==> src/rtl/alu32_pkg.sv <==
// Shared definitions for the alu32 execute stage.
//   - Default datapath and shift-amount widths
//   - 3-bit op code encodings
//   - FSM state encoding used by alu32_stage
package alu32_pkg;

   localparam int unsigned ALU_WIDTH   = 32;
   localparam int unsigned ALU_SHAMT_W = 5;

   localparam logic [2:0] OP_AND = 3'b000;
   localparam logic [2:0] OP_OR  = 3'b001;
   localparam logic [2:0] OP_ADD = 3'b010;
   localparam logic [2:0] OP_XOR = 3'b011;
   localparam logic [2:0] OP_NOR = 3'b100;
   localparam logic [2:0] OP_SRL = 3'b101;
   localparam logic [2:0] OP_SUB = 3'b110;
   localparam logic [2:0] OP_SLT = 3'b111;

   typedef enum logic [1:0] {
      IDLE  = 2'd0,
      SHIFT = 2'd1,
      HOLD  = 2'd2
   } state_t;

endpackage

==> src/rtl/alu32_logic.sv <==
// Combinational single-cycle ALU operations (AND/OR/XOR/NOR/ADD/SUB/SLT).
// Ports:
//   a, b     : operands
//   op       : op code (SRL yields 0 here; the stage handles shifting)
//   result   : operation result
//   overflow : signed overflow, set only for ADD and SUB
module alu32_logic
   import alu32_pkg::*;
#(
   parameter int unsigned WIDTH = ALU_WIDTH
) (
   input  logic [WIDTH-1:0] a,
   input  logic [WIDTH-1:0] b,
   input  logic [2:0]       op,
   output logic [WIDTH-1:0] result,
   output logic             overflow
);

   logic [WIDTH-1:0] sum;
   logic [WIDTH-1:0] diff;
   logic             add_ovf;
   logic             sub_ovf;
   logic             lt;

   assign sum  = a + b;
   assign diff = a - b;

   // Subtraction adds the negated B, whose sign is the inverse of B's sign.
   assign add_ovf = (a[WIDTH-1] == b[WIDTH-1]) & (sum[WIDTH-1] != a[WIDTH-1]);
   assign sub_ovf = (a[WIDTH-1] != b[WIDTH-1]) & (diff[WIDTH-1] != a[WIDTH-1]);
   assign lt      = $signed(a) < $signed(b);

   always_comb begin
      result   = '0;
      overflow = 1'b0;
      unique case (op)
         OP_AND: result = a & b;
         OP_OR:  result = a | b;
         OP_XOR: result = a ^ b;
         OP_NOR: result = ~(a | b);
         OP_ADD: begin
            result   = sum;
            overflow = add_ovf;
         end
         OP_SUB: begin
            result   = diff;
            overflow = sub_ovf;
         end
         OP_SLT: result = {{(WIDTH-1){1'b0}}, lt};
         OP_SRL: result = '0;
         default: result = '0;
      endcase
   end

endmodule

==> src/rtl/alu32_stage.sv <==
// Registered 32-bit ALU execute stage with a multi-cycle serial right shift.
// Ports:
//   clk, rst_n            : clock, asynchronous active-low reset
//   in_valid, in_ready    : upstream handshake (in_ready combinational)
//   A, B, op              : operands and op code; B[4:0] is the SRL amount
//   out_valid, out_ready  : downstream handshake
//   res, zero, overflow   : registered result and flags
module alu32_stage
   import alu32_pkg::*;
#(
   parameter int unsigned WIDTH   = ALU_WIDTH,
   parameter int unsigned SHAMT_W = ALU_SHAMT_W
) (
   input  logic             clk,
   input  logic             rst_n,
   input  logic             in_valid,
   output logic             in_ready,
   input  logic [WIDTH-1:0] A,
   input  logic [WIDTH-1:0] B,
   input  logic [2:0]       op,
   output logic             out_valid,
   input  logic             out_ready,
   output logic [WIDTH-1:0] res,
   output logic             zero,
   output logic             overflow
);

   state_t               state_q, state_d;
   logic [WIDTH-1:0]     shreg_q, shreg_d;
   logic [SHAMT_W-1:0]   cnt_q, cnt_d;
   logic [WIDTH-1:0]     res_q, res_d;
   logic                 zero_q, zero_d;
   logic                 ovf_q, ovf_d;
   logic                 valid_q, valid_d;

   logic [WIDTH-1:0]     logic_res;
   logic                 logic_ovf;
   logic [SHAMT_W-1:0]   shamt;
   logic                 accept;

   alu32_logic #(
      .WIDTH (WIDTH)
   ) u_logic (
      .a        (A),
      .b        (B),
      .op       (op),
      .result   (logic_res),
      .overflow (logic_ovf)
   );

   assign shamt    = B[SHAMT_W-1:0];
   assign in_ready = (state_q == IDLE) | ((state_q == HOLD) & out_ready);
   assign accept   = in_valid & in_ready;

   always_comb begin
      state_d = state_q;
      shreg_d = shreg_q;
      cnt_d   = cnt_q;
      res_d   = res_q;
      zero_d  = zero_q;
      ovf_d   = ovf_q;
      valid_d = valid_q;

      case (state_q)
         IDLE, HOLD: begin
            // Result consumed with nothing new arriving.
            if ((state_q == HOLD) && out_ready) begin
               valid_d = 1'b0;
               state_d = IDLE;
            end
            if (accept) begin
               if ((op == OP_SRL) && (shamt != '0)) begin
                  shreg_d = A;
                  cnt_d   = shamt;
                  valid_d = 1'b0;
                  state_d = SHIFT;
               end else begin
                  // SRL by zero passes A straight through.
                  res_d   = (op == OP_SRL) ? A : logic_res;
                  ovf_d   = (op == OP_SRL) ? 1'b0 : logic_ovf;
                  zero_d  = (res_d == '0);
                  valid_d = 1'b1;
                  state_d = HOLD;
               end
            end
         end

         SHIFT: begin
            shreg_d = shreg_q >> 1;
            cnt_d   = cnt_q - 1'b1;
            // Last shift: publish the shifted value directly.
            if (cnt_q == {{(SHAMT_W-1){1'b0}}, 1'b1}) begin
               res_d   = shreg_q >> 1;
               zero_d  = ((shreg_q >> 1) == '0);
               ovf_d   = 1'b0;
               valid_d = 1'b1;
               state_d = HOLD;
            end
         end

         default: begin
            valid_d = 1'b0;
            state_d = IDLE;
         end
      endcase
   end

   always_ff @(posedge clk or negedge rst_n) begin
      if (!rst_n) begin
         state_q <= IDLE;
         shreg_q <= '0;
         cnt_q   <= '0;
         res_q   <= '0;
         zero_q  <= 1'b0;
         ovf_q   <= 1'b0;
         valid_q <= 1'b0;
      end else begin
         state_q <= state_d;
         shreg_q <= shreg_d;
         cnt_q   <= cnt_d;
         res_q   <= res_d;
         zero_q  <= zero_d;
         ovf_q   <= ovf_d;
         valid_q <= valid_d;
      end
   end

   assign out_valid = valid_q;
   assign res       = res_q;
   assign zero      = zero_q;
   assign overflow  = ovf_q;

endmodule

==> config.mk <==
export PLATFORM = sky130hd
export DESIGN_NAME = alu32_stage
export DESIGN_NICKNAME = d
export VERILOG_FILES = /design/src/rtl/alu32_pkg.sv /design/src/rtl/alu32_logic.sv /design/src/rtl/alu32_stage.sv
export SDC_FILE = /design/constraint.sdc
export NUM_CORES = 1
export LEC_CHECK = 0
export CAP_MARGIN = 0
export CORE_ASPECT_RATIO = 0.5
export CORE_MARGIN = 1
export CORE_UTILIZATION = 30
export CTS_CLUSTER_DIAMETER = 80
export DETAILED_ROUTE_END_ITERATION = 7
export SYNTH_ARGS = -nofsm -noshare
export SYNTH_HDL_FRONTEND = slang
export SYNTH_SLANG_ARGS = --single-unit
==> constraint.sdc <==
create_clock -name clk -period 3.7 [get_ports clk]
set_input_delay 0.37 -clock clk [delete_from_list [all_inputs] [get_ports clk]]
set_output_delay 0.37 -clock clk [all_outputs]
set_load 0.005 [all_outputs]
## Word-level counts from Yosys, hierarchy flattened

Cells that the tools add are included.

| storage, ports and cells | value |
|---|---|
| output and inout bits | 36 |
| register bits | 74 |
| logic and storage cells | 83 |

| cells by class | value |
|---|---|
| magnitude comparators | 1 |
| multiplexer cells | 32 |
| bitwise gates (word level) | 9 |
| eq/ne operators | 19 |
| reduce and logical (&&, ||, !) cells | 12 |
| add/subtract/negate cells | 3 |

Operators by type and width:

| operator | number |
|---|---|
| $pmux 32 s7 | 1 |
| $mux 32 | 6 |
| $pmux 32 s2 | 2 |
| $logic_not 32->1 | 2 |
| $add 32x32->32 | 1 |
| $and 32x32->32 | 1 |
| $lt 32x32->1 | 1 |
| $not 32->32 | 1 |
| $or 32x32->32 | 1 |
| $sub 32x32->32 | 1 |
| $xor 32x32->32 | 1 |
| $eq 3x3->1 const B | 4 |
| $mux 1 | 11 |
| $mux 5 | 2 |
| $pmux 5 s2 | 1 |
| $mux 2 | 4 |
| $ne 2x2->1 const B | 4 |
| $pmux 1 s2 | 4 |
| $eq 3x2->1 const B | 2 |
| $eq 5x1->1 const B | 1 |
| $reduce_bool 5->1 | 1 |
| $sub 5x1->5 const B | 1 |
| $and 1x1->1 | 4 |
| $pmux 2 s2 | 1 |
| 15 further kinds | 18 |

## Logic depth before layout (Yosys ltp)

| depth | value |
|---|---|
| depth after elaboration | 8 |
| depth in mapped cells | 16 |
| mapped depth without buffers | 16 |

## By module

From an unflattened synthesis, not the netlist that was laid out.

| second synthesis, totals | value |
|---|---|
| cells, all modules | 1,306 |
| area, all modules | 9,411.5 sq um |

Modules (own cells, without submodules):

| module | area each (sq um) | instances | seq. area each (sq um) | cells each |
|---|---|---|---|---|
| alu32_logic | 5,546.6 | 1 | 0.0 | 861 |
| alu32_stage | 3,865.0 | 1 | 1,801.7 | 445 |

## Worst setup path before layout

OpenSTA, ideal clock, no wires.

| timing path | value |
|---|---|
| path type | input -> register |
| from | in B[8] |
| to | reg zero_q, in the netlist zero |
| buffers on the path | 1 |
| path slack | -312 ps |
| cell stages on the path | 15 |
| setup time | 92 ps |
| data required time | 3,608 ps |
| data arrival time | 3,920 ps |
| cells stage by stage | inv_1 > ha_1 > clkbuf_1 > inv_2 > o31ai_1 > a22oi_1 > a21oi_1 > nor2_1 > nor4_1 > mux2i_1 > o22ai_1 > or4b_1 > or4_1 > or4_1 > o31ai_2 |

| between the ends | value |
|---|---|
| cells in the longest elaborated chain, start to end | 8 |
| elaborated cells between the ends (all ways) | 13 |
| classes of those cells | add/sub: 2; order compare: 1; mux: 5; bitwise: 4; reduce/logical: 1 |

Ends and longest elaborated chain:

| what | line | text |
|---|---|---|
| start: declaration | alu32_stage.sv:19 | `input logic [WIDTH-1:0] B,` |
| parallel branches: the longest is 2 deep, another holds $sub 32x32->32 | -- |  |
| $pmux 32 s7 (*) | alu32_logic.sv:36 | `unique case (op)` |
| $mux 32 (*) | alu32_stage.sv:79 | `res_d = (op == OP_SRL) ? A : logic_res;` |
| $logic_not 32->1 (*) | alu32_stage.sv:81 | `zero_d = (res_d == '0);` |
| $mux 1 (*) | alu32_stage.sv:72 | `if ((op == OP_SRL) && (shamt != '0)) begin` |
| $mux 1 (*) | alu32_stage.sv:71 | `if (accept) begin` |
| $pmux 1 s2 (*) | alu32_stage.sv:64 | `case (state_q)` |
| end signal: assignment | alu32_stage.sv:122 | `zero_q <= zero_d;` |
| end: declaration | alu32_stage.sv:32 | `logic zero_q, zero_d;` |

Every way passes the cells marked *. The select of a mux whose other input is x is not followed.
A chain may end at the register's enable or synchronous reset.

## Final worst setup path

| timing path | value |
|---|---|
| from | in A[1] |
| to | reg zero_q, in the netlist zero |

| between the ends | value |
|---|---|
| cells in the longest elaborated chain, start to end | 8 |
| elaborated cells between the ends (all ways) | 13 |
| classes of those cells | add/sub: 2; order compare: 1; mux: 5; bitwise: 4; reduce/logical: 1 |

Ends and longest elaborated chain:

| what | line | text |
|---|---|---|
| start: declaration | alu32_stage.sv:18 | `input logic [WIDTH-1:0] A,` |
| parallel branches: the longest is 3 deep, another holds $sub 32x32->32 | -- |  |
| $mux 32 (*) | alu32_stage.sv:79 |  |
| $logic_not 32->1 (*) | alu32_stage.sv:81 |  |
| $mux 1 (*) | alu32_stage.sv:72 |  |
| $mux 1 (*) | alu32_stage.sv:71 |  |
| $pmux 1 s2 (*) | alu32_stage.sv:64 |  |

Marks and branches as above.

==> impl_results.rst <==
.. list-table::
   :header-rows: 1

   * - Metric
     - Value
   * - Result of the run
     - complete, but fails checks
   * - Violations in the final reports
     - design-rule violations, negative setup slack
   * - Mean area per synthesized cell
     - 7.15 µm²
   * - Final non-filler cell area
     - 0.0157 mm²
   * - Filler Cell Count
     - 3176
   * - Initial core utilization
     - 0.305
   * - Cell type with the largest total area after synthesis
     - dfrtp_1
   * - Leak
     - 0.00729 µW
   * - Final Net Count
     - 2026
   * - Fraction of met2 tracks used by global routing
     - 0.412
   * - Clock slew at reported path FFs
     - 60 ps
   * - Accumulated negative setup slack
     - -418 ps
   * - Clk_lat worst skew
     - 330 ps
   * - Fraction of layout cells with a size suffix above 1
     - 0.357
   * - Startpoint of the worst setup timing path
     - A[1]
   * - Clk sink count
     - 72
   * - Clock skew after layout
     - 5.79 ps
   * - Combined flip-flop and latch cell area
     - 0.00180 mm²
   * - Pwr Total
     - 4800 µW
   * - Critical Path End Type
     - register
   * - Syn Std Cell Area
     - 0.00965 mm²
   * - Worst Tran Pin Value
     - 909 ps
   * - Layout overhead on the synthesized area
     - 62.2%
   * - Die Wd
     - 256 µm
   * - Count of final setup violators
     - 1
   * - P per Cell Area
     - 306 mW/mm²
   * - Portion of total power attributed to the clock network
     - 0.193
   * - Primary flip-flop cell chosen by synthesis mapping
     - dfrtp_1
   * - Area of the core
     - 0.0317 mm²
   * - Sequential element share of the synthesized area
     - 0.187
   * - Peak ir drop on the vdd network
     - 0.000240 V
   * - Initial antenna violation count
     - 2
   * - Fraction of registers with async set or reset after synthesis
     - 1.00
   * - Post-Route Utilization
     - 0.495
   * - Floorplan die height
     - 129 µm
   * - Final Hold Viols
     - 0
   * - Maximum count of clock buffers along a single path
     - 2
   * - First-pass GRT wire length
     - 70700 µm
   * - Synth warnings
     - 0
   * - Net Switching
     - 1850 µW
   * - Number of H-tree levels
     - 3
   * - Seq cells post-synth
     - 72
   * - Number of rows in the core area
     - 46
   * - Post-layout min period
     - 4120 ps
   * - Detailed-router iteration count before antenna repair
     - 8
   * - Synthesized netlist cell count
     - 1351
   * - Area of combinational cells with multiple inputs
     - 0.00792 mm²
   * - Remaining global-route overflow
     - 0
   * - RSZ-0062 raised after global routing
     - true
   * - I/O pin cnt
     - 107
   * - Worst slew margin
     - 0.394
   * - Critical Path Slowest Stage Cell
     - or4_4
   * - # DRC
     - 2
   * - Post-place instance area
     - 0.0143 mm²
   * - Data arrival time at the worst-slack endpoint
     - 4360 ps
   * - Violation count after the first detailed-route iteration
     - 1253
   * - Layer carrying the most global-route usage
     - met2
   * - Post-placement worst setup slack
     - -1420 ps
   * - HPWL after DPL
     - 38100 µm
   * - Count of cell types in the netlist
     - 86
   * - Synth cell count leaders
     - nand2_1 (152), a21oi_1 (136), nor2_1 (111)
   * - Number of synthesized flops with an enable pin
     - 0
   * - Hold-fix buffers, CTS
     - 0
   * - Worst hold path class
     - in -> async
   * - Die area
     - 0.0329 mm²
   * - Vias per std cell
     - 5.53
   * - Crit path kind
     - in -> reg
   * - Maximum fanout along the worst path
     - 4
   * - Synthesized net count
     - 1525
   * - MaxCap Viol Count
     - 0
   * - Register share of total power
     - 0.258
   * - Final max-slew violation count
     - 0
   * - Port Buffer Count
     - 106
   * - Setup slack after layout
     - -418 ps
   * - Routability Congestion
     - 0.992
   * - Power share of the combinational group
     - 0.549
   * - Internal power
     - 2940 µW
   * - Final routed wire length divided by cell count
     - 20.6 µm
   * - Number of global-route vias before repair
     - 12200
   * - Number of buffers inserted during clock tree synthesis
     - 9
   * - Crit path cell chain
     - clkdlybuf4s15_1, inv_2, ha_4, a211oi_2, buf_4, o21ai_4, a22oi_2, a21oi_2, buf_4, nor2_1, nor4_1, buf_4, mux2i_1, o22ai_2, or4b_1, or4_4, or4_4, o31ai_2
   * - Antenna-violating nets left
     - 0
   * - Synth top area share
     - 0.187
   * - Worst r2r src
     - cnt_q[2]
   * - Top cells by area, synth
     - dfrtp_1 (19%), ha_1 (13%), a21oi_1 (7.1%)
   * - Final critical-path share of the clock period
     - 1.11
   * - Gr usage total
     - 0.280
   * - Largest net degree at the start of global routing
     - 73
   * - Switching portion of total power
     - 0.387
   * - CTS tree
     - built
   * - Required @ worst endpoint
     - 3940 ps
   * - Grt met3 use
     - 0.0636
   * - CTS Root Cell
     - clkbuf_16
   * - Final wirelength
     - 47100 µm
   * - FMAX
     - 243 MHz
   * - Met1 Usage GRT
     - 0.404
   * - CP Launch Type
     - input pin
   * - Most common cell in the synthesized netlist
     - nand2_1
   * - Most common cell on crit path
     - buf_4
   * - Routed vias
     - 12700
   * - Maximum single-stage delay on the critical path
     - 530 ps
-- cell type report --
type / count / share of cell area
multi-input cells: 1080 / 0.506
repair buffers: 579 / 0.296
flip-flops and latches: 72 / 0.115
well taps: 432 / 0.0345
inverters: 110 / 0.0273
clock buffers: 10 / 0.0153
clock inverters: 6 / 0.00527
diodes: 2 / 0.000320
-- flip-flops by register name, indices dropped and copies added (netlist names) --
register   cells
shreg_q       31
overflow       1
zero           1
res           32
cnt_q          5
out_valid      1
state_q        1
-- cells by family after synthesis --
family                   after synthesis  share of synthesized area
XOR/XNOR                              17                     0.0154
AO/OA/AOI/OAI                        476                      0.327
multiplexers                          38                     0.0397
flip-flops                            72                      0.187
buffers and inverters                199                     0.0792
AND/OR/NAND/NOR                      446                      0.217
adder cells (fa/ha/maj)              103                      0.135
-- metrics by stage --
stage / std cells / hold WS [ps]
after floorplan: 1351 / 74.4
after detailed placement: 2245 / 464
after CTS: 2287 / 202
after global placement: 2245 / 462
after global routing: 2290 / 241
final: 2291 / 163
-- placed cells by master, fill, tap and decap left out, types with 27 or more instances in the layout --
cell	count
buf_4	460
nand2_1	149
a21oi_1	119
nor2_1	106
o21ai_0	78
inv_1	76
dfrtp_1	72
clkdlybuf4s50_1	69
ha_1	68
mux2i_1	36
nand3_1	32
inv_2	31
nor3_1	30
ha_4	27
-- routing by layer --
metal | part of all wire | routed length [µm]
met1 | 0.46 | 21900
met2 | 0.41 | 19100
met3 | 0.11 | 4980
met4 | 0.025 | 1170
met5 | 0 | 0
-- worst max-delay path, delay by kind of cell --
family                     cells  cell delay (ps)
and+or+nand+nor                5             1930
AOI/OAI and AO/OA              6              830
buffers and inverters          5              730
adders and majority gates      1              290
muxes                          1              200
-- power by group through the flow --
stage	sequential (µW)	clock, µW	combinational (µW)
finish	1240	927	2630
global route	1270	969	2820
CTS	1240	940	2550
detailed placement	1250	0	2370
global placement	1240	0	2370
floorplan	1200	0	1080
-- path summary, 6_finish.rpt --
| kind | end | slack (ps) | cells after the start |
|---|---|---|---|
| worst max register to register | zero | 430 | 11 |
| worst min register to register | res[11] | 480 | 2 |
| max in group asynchronous | shreg_q[22] | 2940 | 1 |
| min in group clk | res[11] | 480 | 2 |
| worst min-delay path | res[9] | 160 | 1 |
| worst max-delay path | zero | -420 | 18 |
-- what timing repair did --
item | CTS | global route
pin swaps | 59 | 9
gates resized for setup | 222 | 18
setup endpoints to repair | 12 | 5
gates cloned | 0 | 0
buffers inserted | 26 | 2
(Power assumes the default switching activity.)
